--- config.mk ---
export PLATFORM = sky130hd
export DESIGN_NAME = fpu_issue_ctrl_flat
export DESIGN_NICKNAME = d
export VERILOG_FILES = /design/src/rtl/fpu_issue_ctrl_if.sv /design/src/rtl/fpu_issue_ctrl.sv /design/src/flat_wrapper.sv
export SDC_FILE = /design/constraint.sdc
export NUM_CORES = 1
export LEC_CHECK = 0
export CORE_ASPECT_RATIO = 1.4
export CORE_MARGIN = 4
export CORE_UTILIZATION = 36
export DETAILED_ROUTE_END_ITERATION = 6
export HOLD_SLACK_MARGIN = 0.06
export MAX_ROUTING_LAYER = met4
export PLACE_DENSITY = 0.74
export SETUP_SLACK_MARGIN = 0.15
export SYNTH_ARGS = -nofsm -noshare
export SYNTH_HDL_FRONTEND = slang
export SYNTH_SLANG_ARGS = --single-unit
export TNS_END_PERCENT = 1
--- constraint.sdc ---
create_clock -name clk -period 4 [get_ports clk]
set_input_delay 0.6 -clock clk [delete_from_list [all_inputs] [get_ports clk]]
set_output_delay 0.6 -clock clk [all_outputs]
set_load 0.02 [all_outputs]
--- src/rtl/fpu_issue_ctrl_if.sv ---
// Bundle of the requester, datapath, response and fcsr signals of the FPU issue controller.
// No logic of its own: all timing belongs to the controller.
// Backpressure is carried by req_ready (per requester) and resp_ready (response port).
interface fpu_issue_ctrl_if #(
    parameter int XLEN = 64,
    parameter int FLEN = 32
);
    logic [1:0]      req_valid;
    logic [1:0]      req_ready;
    logic [9:0]      req_ftype;
    logic [5:0]      req_rm;
    logic            fpu_sel;
    logic [4:0]      fpu_ftype;
    logic [2:0]      fpu_rm;
    logic [FLEN-1:0] fpu_res_f;
    logic [XLEN-1:0] fpu_res_x;
    logic [4:0]      fpu_flags;
    logic            resp_valid;
    logic            resp_ready;
    logic            resp_id;
    logic [FLEN-1:0] resp_f;
    logic [XLEN-1:0] resp_x;
    logic [4:0]      resp_flags;
    logic            resp_illegal;
    logic            csr_we;
    logic [7:0]      csr_wdata;
    logic [7:0]      csr_rdata;

    // Requester / datapath / CSR side
    modport master (
        output req_valid, req_ftype, req_rm, fpu_res_f, fpu_res_x, fpu_flags,
               resp_ready, csr_we, csr_wdata,
        input  req_ready, fpu_sel, fpu_ftype, fpu_rm, resp_valid, resp_id,
               resp_f, resp_x, resp_flags, resp_illegal, csr_rdata
    );

    // Controller side
    modport slave (
        input  req_valid, req_ftype, req_rm, fpu_res_f, fpu_res_x, fpu_flags,
               resp_ready, csr_we, csr_wdata,
        output req_ready, fpu_sel, fpu_ftype, fpu_rm, resp_valid, resp_id,
               resp_f, resp_x, resp_flags, resp_illegal, csr_rdata
    );
endinterface

--- src/rtl/fpu_issue_ctrl.sv ---
// Round-robin issue of two requesters onto a shared combinational FPU, with frm/fflags ownership.
// Latency: 1 cycle for plain and illegal ops, FMA_LAT cycles for fused multiply-add (ftype 5..8).
// Backpressure: no grant while BUSY or while a held response is not being drained by resp_ready.
module fpu_issue_ctrl #(
    parameter int XLEN      = 64,
    parameter int FLEN      = 32,
    parameter int FMA_LAT   = 2,
    parameter int MAX_FTYPE = 20
) (
    input  logic           clk,
    input  logic           rst,
    fpu_issue_ctrl_if.slave bus
);
    typedef enum logic {IDLE, BUSY} state_t;

    localparam logic [4:0] MAX_FT   = 5'(MAX_FTYPE);
    localparam logic [3:0] CNT_INIT = 4'(FMA_LAT - 1);
    localparam bit         MULTI    = (FMA_LAT > 1);

    state_t          state_q, state_d;
    logic [3:0]      cnt_q, cnt_d;
    logic            last_grant_q, last_grant_d;
    logic [2:0]      frm_q, frm_d;
    logic [4:0]      fflags_q, fflags_d;
    logic            sel_q, sel_d;
    logic [4:0]      ftype_q, ftype_d;
    logic [2:0]      rm_q, rm_d;
    logic            resp_valid_q, resp_valid_d;
    logic            resp_id_q, resp_id_d;
    logic [FLEN-1:0] resp_f_q, resp_f_d;
    logic [XLEN-1:0] resp_x_q, resp_x_d;
    logic [4:0]      resp_flags_q, resp_flags_d;
    logic            resp_illegal_q, resp_illegal_d;

    logic            slot_free, grant_vld, grant_idx;
    logic [4:0]      g_ftype;
    logic [2:0]      g_rm, eff_rm;
    logic            g_illegal, g_fma;
    logic            cap_vld, cap_illegal, cap_legal, cap_id;
    logic [4:0]      acc_flags;

    // Pick a requester and decode its op; dynamic rm resolves against the live frm register
    always_comb begin
        slot_free = !resp_valid_q || bus.resp_ready;
        grant_vld = (state_q == IDLE) && slot_free && (bus.req_valid != 2'b00);
        // Lone requester wins; on contention the one not granted last time wins
        grant_idx = bus.req_valid[1] & (~bus.req_valid[0] | ~last_grant_q);
        g_ftype   = grant_idx ? bus.req_ftype[9:5] : bus.req_ftype[4:0];
        g_rm      = grant_idx ? bus.req_rm[5:3]    : bus.req_rm[2:0];
        eff_rm    = (g_rm == 3'd7) ? frm_q : g_rm;
        g_illegal = (eff_rm >= 3'd5) || (g_ftype > MAX_FT);
        g_fma     = (g_ftype >= 5'd5) && (g_ftype <= 5'd8);
    end

    assign bus.req_ready = grant_vld ? (grant_idx ? 2'b10 : 2'b01) : 2'b00;
    assign bus.fpu_sel   = grant_vld ? grant_idx : sel_q;
    assign bus.fpu_ftype = grant_vld ? g_ftype   : ftype_q;
    assign bus.fpu_rm    = grant_vld ? eff_rm    : rm_q;

    assign bus.resp_valid   = resp_valid_q;
    assign bus.resp_id      = resp_id_q;
    assign bus.resp_f       = resp_f_q;
    assign bus.resp_x       = resp_x_q;
    assign bus.resp_flags   = resp_flags_q;
    assign bus.resp_illegal = resp_illegal_q;
    assign bus.csr_rdata    = {frm_q, fflags_q};

    // Sequencing, response capture and fcsr update
    always_comb begin
        state_d        = state_q;
        cnt_d          = cnt_q;
        last_grant_d   = last_grant_q;
        sel_d          = sel_q;
        ftype_d        = ftype_q;
        rm_d           = rm_q;
        cap_vld        = 1'b0;
        cap_illegal    = 1'b0;
        cap_id         = sel_q;

        if (state_q == BUSY) begin
            // Datapath is driven from the latched copies; result is taken on the last busy edge
            cnt_d = cnt_q - 4'd1;
            if (cnt_q == 4'd1) begin
                cap_vld = 1'b1;
                state_d = IDLE;
            end
        end else if (grant_vld) begin
            last_grant_d = grant_idx;
            sel_d        = grant_idx;
            ftype_d      = g_ftype;
            rm_d         = eff_rm;
            cap_id       = grant_idx;
            if (g_illegal) begin
                cap_vld     = 1'b1;
                cap_illegal = 1'b1;
            end else if (g_fma && MULTI) begin
                state_d = BUSY;
                cnt_d   = CNT_INIT;
            end else begin
                cap_vld = 1'b1;
            end
        end
        cap_legal = cap_vld && !cap_illegal;

        // Response register: a new capture wins over the handshake clear
        resp_valid_d   = resp_valid_q && !bus.resp_ready;
        resp_id_d      = resp_id_q;
        resp_f_d       = resp_f_q;
        resp_x_d       = resp_x_q;
        resp_flags_d   = resp_flags_q;
        resp_illegal_d = resp_illegal_q;
        if (cap_vld) begin
            resp_valid_d   = 1'b1;
            resp_id_d      = cap_id;
            resp_illegal_d = cap_illegal;
            resp_f_d       = cap_illegal ? '0 : bus.fpu_res_f;
            resp_x_d       = cap_illegal ? '0 : bus.fpu_res_x;
            resp_flags_d   = cap_illegal ? '0 : bus.fpu_flags;
        end

        // Flags raised in the same cycle as a CSR write still accrue on top of it
        acc_flags = cap_legal ? bus.fpu_flags : 5'd0;
        frm_d     = frm_q;
        fflags_d  = fflags_q | acc_flags;
        if (bus.csr_we) begin
            frm_d    = bus.csr_wdata[7:5];
            fflags_d = bus.csr_wdata[4:0] | acc_flags;
        end
    end

    // State registers; reset drops any in-flight op
    always_ff @(posedge clk or posedge rst) begin
        if (rst) begin
            state_q        <= IDLE;
            cnt_q          <= 4'd0;
            last_grant_q   <= 1'b1;
            frm_q          <= 3'd0;
            fflags_q       <= 5'd0;
            sel_q          <= 1'b0;
            ftype_q        <= 5'd0;
            rm_q           <= 3'd0;
            resp_valid_q   <= 1'b0;
            resp_id_q      <= 1'b0;
            resp_f_q       <= '0;
            resp_x_q       <= '0;
            resp_flags_q   <= 5'd0;
            resp_illegal_q <= 1'b0;
        end else begin
            state_q        <= state_d;
            cnt_q          <= cnt_d;
            last_grant_q   <= last_grant_d;
            frm_q          <= frm_d;
            fflags_q       <= fflags_d;
            sel_q          <= sel_d;
            ftype_q        <= ftype_d;
            rm_q           <= rm_d;
            resp_valid_q   <= resp_valid_d;
            resp_id_q      <= resp_id_d;
            resp_f_q       <= resp_f_d;
            resp_x_q       <= resp_x_d;
            resp_flags_q   <= resp_flags_d;
            resp_illegal_q <= resp_illegal_d;
        end
    end
endmodule

--- src/flat_wrapper.sv ---
// flat-port wrapper written by rule: the top's interface ports become plain ports
module fpu_issue_ctrl_flat 
#(
    parameter int XLEN      = 64,
    parameter int FLEN      = 32,
    parameter int FMA_LAT   = 2,
    parameter int MAX_FTYPE = 20
)
  (clk, rst, bus_req_valid, bus_req_ftype, bus_req_rm, bus_fpu_res_f, bus_fpu_res_x, bus_fpu_flags, bus_resp_ready, bus_csr_we, bus_csr_wdata, bus_req_ready, bus_fpu_sel, bus_fpu_ftype, bus_fpu_rm, bus_resp_valid, bus_resp_id, bus_resp_f, bus_resp_x, bus_resp_flags, bus_resp_illegal, bus_csr_rdata);
  fpu_issue_ctrl_if #(.XLEN(XLEN), .FLEN(FLEN)) bus_i ();
  input  logic clk;
  input  logic rst;
  input wire logic [$bits(bus_i.req_valid)-1:0] bus_req_valid;
  input wire logic [$bits(bus_i.req_ftype)-1:0] bus_req_ftype;
  input wire logic [$bits(bus_i.req_rm)-1:0] bus_req_rm;
  input wire logic [$bits(bus_i.fpu_res_f)-1:0] bus_fpu_res_f;
  input wire logic [$bits(bus_i.fpu_res_x)-1:0] bus_fpu_res_x;
  input wire logic [$bits(bus_i.fpu_flags)-1:0] bus_fpu_flags;
  input wire logic [$bits(bus_i.resp_ready)-1:0] bus_resp_ready;
  input wire logic [$bits(bus_i.csr_we)-1:0] bus_csr_we;
  input wire logic [$bits(bus_i.csr_wdata)-1:0] bus_csr_wdata;
  output wire logic [$bits(bus_i.req_ready)-1:0] bus_req_ready;
  output wire logic [$bits(bus_i.fpu_sel)-1:0] bus_fpu_sel;
  output wire logic [$bits(bus_i.fpu_ftype)-1:0] bus_fpu_ftype;
  output wire logic [$bits(bus_i.fpu_rm)-1:0] bus_fpu_rm;
  output wire logic [$bits(bus_i.resp_valid)-1:0] bus_resp_valid;
  output wire logic [$bits(bus_i.resp_id)-1:0] bus_resp_id;
  output wire logic [$bits(bus_i.resp_f)-1:0] bus_resp_f;
  output wire logic [$bits(bus_i.resp_x)-1:0] bus_resp_x;
  output wire logic [$bits(bus_i.resp_flags)-1:0] bus_resp_flags;
  output wire logic [$bits(bus_i.resp_illegal)-1:0] bus_resp_illegal;
  output wire logic [$bits(bus_i.csr_rdata)-1:0] bus_csr_rdata;
  assign bus_i.req_valid = bus_req_valid;
  assign bus_i.req_ftype = bus_req_ftype;
  assign bus_i.req_rm = bus_req_rm;
  assign bus_i.fpu_res_f = bus_fpu_res_f;
  assign bus_i.fpu_res_x = bus_fpu_res_x;
  assign bus_i.fpu_flags = bus_fpu_flags;
  assign bus_i.resp_ready = bus_resp_ready;
  assign bus_i.csr_we = bus_csr_we;
  assign bus_i.csr_wdata = bus_csr_wdata;
  assign bus_req_ready = bus_i.req_ready;
  assign bus_fpu_sel = bus_i.fpu_sel;
  assign bus_fpu_ftype = bus_i.fpu_ftype;
  assign bus_fpu_rm = bus_i.fpu_rm;
  assign bus_resp_valid = bus_i.resp_valid;
  assign bus_resp_id = bus_i.resp_id;
  assign bus_resp_f = bus_i.resp_f;
  assign bus_resp_x = bus_i.resp_x;
  assign bus_resp_flags = bus_i.resp_flags;
  assign bus_resp_illegal = bus_i.resp_illegal;
  assign bus_csr_rdata = bus_i.csr_rdata;
  fpu_issue_ctrl #(.XLEN(XLEN), .FLEN(FLEN), .FMA_LAT(FMA_LAT), .MAX_FTYPE(MAX_FTYPE)) u_core (.clk(clk), .rst(rst), .bus(bus_i));
endmodule
## Word-level counts from Yosys, hierarchy flattened

Cells that the tools add are included.

- Bits of input ports: 131
- Register bits after elaboration: 127
- Latch bits: 0
- Memories: 0
- Bits in writable memories: 0
- Logic and storage cells: 76
- Memory bits (read-only): 0

- Reductions and logical operators: 15
- Bitwise operators: 7
- Shift operators: 0
- Equality and inequality tests: 3
- Order comparisons: 4
- $add $sub $neg: 1
- Multiplexer cells: 32
- Div/mod/pow operators: 0
- Multiply operators: 0

Operators by type and width:

| cell | count |
|---|---|
| $mux 64 | 1 |
| $mux 32 | 1 |
| $mux 5 | 5 |
| $mux 1 | 16 |
| $mux 4 | 4 |
| $or 5x5->5 | 2 |
| $mux 3 | 3 |
| $reduce_bool 2->1 | 3 |
| $ge 5x3->1 const B | 1 |
| $gt 5x5->1 const B | 1 |
| $le 5x4->1 const B | 1 |
| $logic_and 1x1->1 | 5 |
| $eq 4x1->1 const B | 1 |
| $mux 2 | 2 |
| $sub 4x1->4 const B | 1 |
| $eq 3x3->1 const B | 1 |
| $ge 3x3->1 const B | 1 |
| $logic_not 1->1 | 3 |
| $not 1->1 | 3 |
| $reduce_and 3->1 | 1 |
| $logic_or 1x1->1 | 2 |
| $ne 2x1->1 const B | 1 |
| $reduce_and 2->1 | 1 |
| $and 1x1->1 | 1 |
| $or 1x1->1 | 1 |

## Depth between registers and ports, before layout

- Depth after elaboration: 16
- Mapped depth: 9
- Mapped depth without buffers: 6

## Least setup slack after synthesis

No wires, ideal clock.

- Kind: in2out
- Start: input bus_req_valid[0]
- End: output bus_fpu_rm[0]
- Path buffers: 2
- Setup slack: 1.236 ns
- Stages on the path: 5
- Required time: 3.400 ns
- Arrival time: 2.164 ns
- Path through: nor2_1 -> or3_1 -> buf_2 -> clkbuf_1 -> o41ai_1

- Longest elaborated chain between the ends: 7
- Elaborated cells on any way between the ends: 9

RTL lines:

| element | RTL line | source |
|---|---|---|
| start, declared | flat_wrapper.sv:13 | `input wire logic [$bits(bus_i.req_valid)-1:0] bus_req_valid;` |
| $not 1->1 | fpu_issue_ctrl.sv:47 | `grant_idx = bus.req_valid[1] & (~bus.req_valid[0] \| ~last_grant_q);` |
| $or 1x1->1 | fpu_issue_ctrl.sv:47 |  |
| $and 1x1->1 | fpu_issue_ctrl.sv:47 |  |
| $mux 3 | fpu_issue_ctrl.sv:49 | `g_rm = grant_idx ? bus.req_rm[5:3] : bus.req_rm[2:0];` |
| $eq 3x3->1 | fpu_issue_ctrl.sv:50 | `eff_rm = (g_rm == 3'd7) ? frm_q : g_rm;` |
| $mux 3 | fpu_issue_ctrl.sv:50 |  |
| $mux 3 * | -- |  |
| end, declared | flat_wrapper.sv:25 | `output wire logic [$bits(bus_i.fpu_rm)-1:0] bus_fpu_rm;` |

Mark *: on every way between the ends. The rest lies on a longest branch, timed or not.

## Worst setup path in the final report

Ends and elaborated chain as after synthesis.

==> results.sh <==
export IMPL_setup_tns_final_ns=0
export IMPL_crit_type="primary input to output port"
export IMPL_via_per_inst=5.293
export IMPL_pre_cts_ws_ns=0.4777
export IMPL_ys_types=41
export IMPL_wl_per_cell_um=19.37
export IMPL_vdd_ir_drop_worst_uv=429.8
export IMPL_cp_slowest_cell="clkdlybuf4s50_1"
export IMPL_p_leak_nw=3.586
export IMPL_grt_use_total_pct=20.60
export IMPL_yosys_area_share_simple_pct=6.208
export IMPL_yosysSeqAreaShare_pct=63.60
export IMPL_fmax_ghz=0.2848
export IMPL_nFillCells=1074
export IMPL_num_vias=4367
export IMPL_clk_latency_ns=0.41
export IMPL_rsz0062_at_grt="no"
export IMPL_synth_nets=512
export IMPL_cp_arrival_ns=2.91
export IMPL_synthTopCellsByArea="dfrtp_1, a22o_1, a31oi_1, nor2_1, nand2_1"
export IMPL_async_reset_ff_share_pct=100.0
export IMPL_synthCells=379
export IMPL_worst_pin_slew_ns=1.005
export IMPL_port_buffers=253
export IMPL_slew_headroom_pct=32.87
export IMPL_grt_overflow_total=0
export IMPL_synth_commonest_cells="dfrtp_1, a22o_1, nor2_1"
export IMPL_crit_fanout=11
export IMPL_initial_utilization_pct=36.99
export IMPL_die_w_um=107.6
export IMPL_synth_top_family_by_area="compound AO/OA/AOI/OAI gates"
export IMPL_register_area_um2=3179
export IMPL_h_tree_depth=4
export IMPL_hold_class="flop to flop"
export IMPL_areaGrowthSynthToFinish_pct=66.21
export IMPL_cpPeakStageDelay_ns=0.69
export IMPL_ys_seq_elements=127
export IMPL_fin_crit_ns=3.511
export IMPL_yosysMostFrequentCell="dfrtp_1"
export IMPL_antenna_found_initial=1
export IMPL_synth_xor_area_share_pct=0.3504
export IMPL_skew_ns=0.01433
export IMPL_synth_fa_ha_area_share_pct=0.5006
export IMPL_cts_sinks=127
export IMPL_synthFlopType="dfrtp_1"
export IMPL_fin_ws_ns=0.4893
export IMPL_gp_congestion=0.8954
export IMPL_die_y_um=147.4
export IMPL_synth_area_um2=4999
export IMPL_crit_path_start_kind="primary input"
export IMPL_setup_viol=0
export IMPL_endpoint_kind="output port"
export IMPL_drt_iter0_drc=198
export IMPL_synth_top_cell_area_share_pct=63.08
export IMPL_path_cells="clkdlybuf4s50_1 -> nor2_1 -> or3_1 -> o41ai_1 -> clkdlybuf4s50_1"
export IMPL_root_buffer="clkbuf_16"
export IMPL_status="finished, final reports clean"
export IMPL_yosys_area_top_type="dfrtp_1"
export IMPL_grt_pass1_wl_um=24930
export IMPL_grt_pass1_vias=4633
export IMPL_final_util_pct=61.48
export IMPL_grt_max_degree=104
export IMPL_post_dp_cell_area_um2=7687
export IMPL_clk_pin_slew_ns=0.05
export IMPL_cts_tree="done"
export IMPL_synth_warnings=0
export IMPL_slew_violations=0
export IMPL_syn_avg_cell_area_um2=13.19
export IMPL_synth_edf_count=0
export IMPL_dp_hpwl_um=11340
export IMPL_power_density_nw_per_um2=853.4
export IMPL_final_antenna_net_count=0
export IMPL_coreArea_um2=13510
export IMPL_dr_pass1_iters=4
export IMPL_nets=763
export IMPL_cts_max_path_buffers=2
export IMPL_postCtsResizedCells=0
export IMPL_ctsHoldBuffers=0
export IMPL_multi_input_area_um2=1632
export IMPL_maxCapViolations=0
export IMPL_cts_setup_buffers=0
export IMPL_fin_crit_sh_pct=87.77
export IMPL_crit_top_cell="clkdlybuf4s50_1"
export IMPL_cts_buffers=17
export IMPL_crit_required_ns=3.40
export IMPL_routed_wl_um=15980
export IMPL_muxShareOfSynthArea_pct=0.6758
export IMPL_synth_compound_area_share_pct=24.63
export IMPL_drive_above_1_share_pct=7.477
export IMPL_stdcell_area_um2=8308
export IMPL_drc=0
export IMPL_io_pins=254
export IMPL_die_area_um2=15860
export IMPL_hold_viol=0
export IMPL_rows=50
-- final timing paths --
check / start / endpoint / slack, ns / cells after the start
hold / removal: u_core.rm_q[1] / u_core.rm_q[1] / 0.48 / 2
hold reg to reg: u_core.rm_q[1] / u_core.rm_q[1] / 0.48 / 2
max in group asynchronous: rst / u_core.bus.resp_x[20] / 2.27 / 3
setup reg to reg: u_core.bus.resp_valid / u_core.fflags_q[0] / 1.66 / 7
min in group asynchronous: rst / u_core.bus.resp_x[21] / 0.76 / 2
setup / recovery: bus_req_valid[0] / bus_fpu_rm[0] / 0.49 / 5
-- metrics by stage --
| stage | hold slack [ns] | std cells | power (mW) |
|---|---|---|---|
| final | 0.4770 | 825 | 7.090 |
| after global routing | 0.5027 | 825 | 7.449 |
| after floorplan | 0.4369 | 379 | 3.949 |
| after global placement | 0.4721 | 793 | 5.412 |
| after detailed placement | 0.4677 | 793 | 5.490 |
| after CTS | 0.4804 | 824 | 7.162 |
-- report_power, final --
group          switching, mW  leakage [nW]  internal [mW]
sequential             0.331          1.58           1.86
clock                  0.580         0.297           1.04
combinational           1.66          1.71           1.62
-- state kept, by name, indices dropped and copies added, names as in the netlist, 3 cells and up --
name,flops
u_core.bus.resp_x,64
u_core.rm_q,3
u_core.frm_q,3
u_core.bus.resp_f,32
u_core.fflags_q,5
u_core.bus.resp_flags,5
u_core.cnt_q,4
u_core.ftype_q,5
-- layout by cell type, fill, tap and decap left out, types with 7 or more instances in the layout --
cell type,count
dfrtp_1,126
nor2_1,18
a31oi_1,11
a22o_1,101
clkdlybuf4s50_1,253
clkbuf_16,17
nor2b_1,7
nand3_1,8
nand2_1,17
-- logic make-up (layout without fill, tap and decap cells) --
| group | count (synthesis) | in the layout |
|---|---|---|
| compound gates | 149 | 149 |
| flops | 127 | 127 |
| simple gates | 63 | 63 |
| buf+inv | 33 | 296 |
| mux | 3 | 3 |
| fa+ha+maj | 2 | 2 |
| xor+xnor | 2 | 2 |
| other cells | 0 | 1 |
-- routing by layer --
metal	wire length, µm	GRT usage (%)	share of wire, %
met1	6356	24.38	40
met2	8286	34.06	52
met3	1006	5.024	6.3
met4	331	7.454	2.1
met5	0	-	0
-- final cells by class --
cell class,instances,area share (%)
Antenna cell,1,0.03012
Clock buffer,18,5.166
Clock inverter,13,2.274
Inverter,4,0.2259
Multi-Input combinational cell,219,19.64
Sequential cell,127,38.27
Tap cell,182,2.741
Timing Repair Buffer,261,31.66
-- critical path: cells and delay by family --
| family | cells | cell delay, ns |
|---|---|---|
| compound gates | 1 | 0.48 |
| buf+inv | 2 | 1.21 |
| simple gates | 2 | 0.63 |
(Power assumes the default switching activity.)
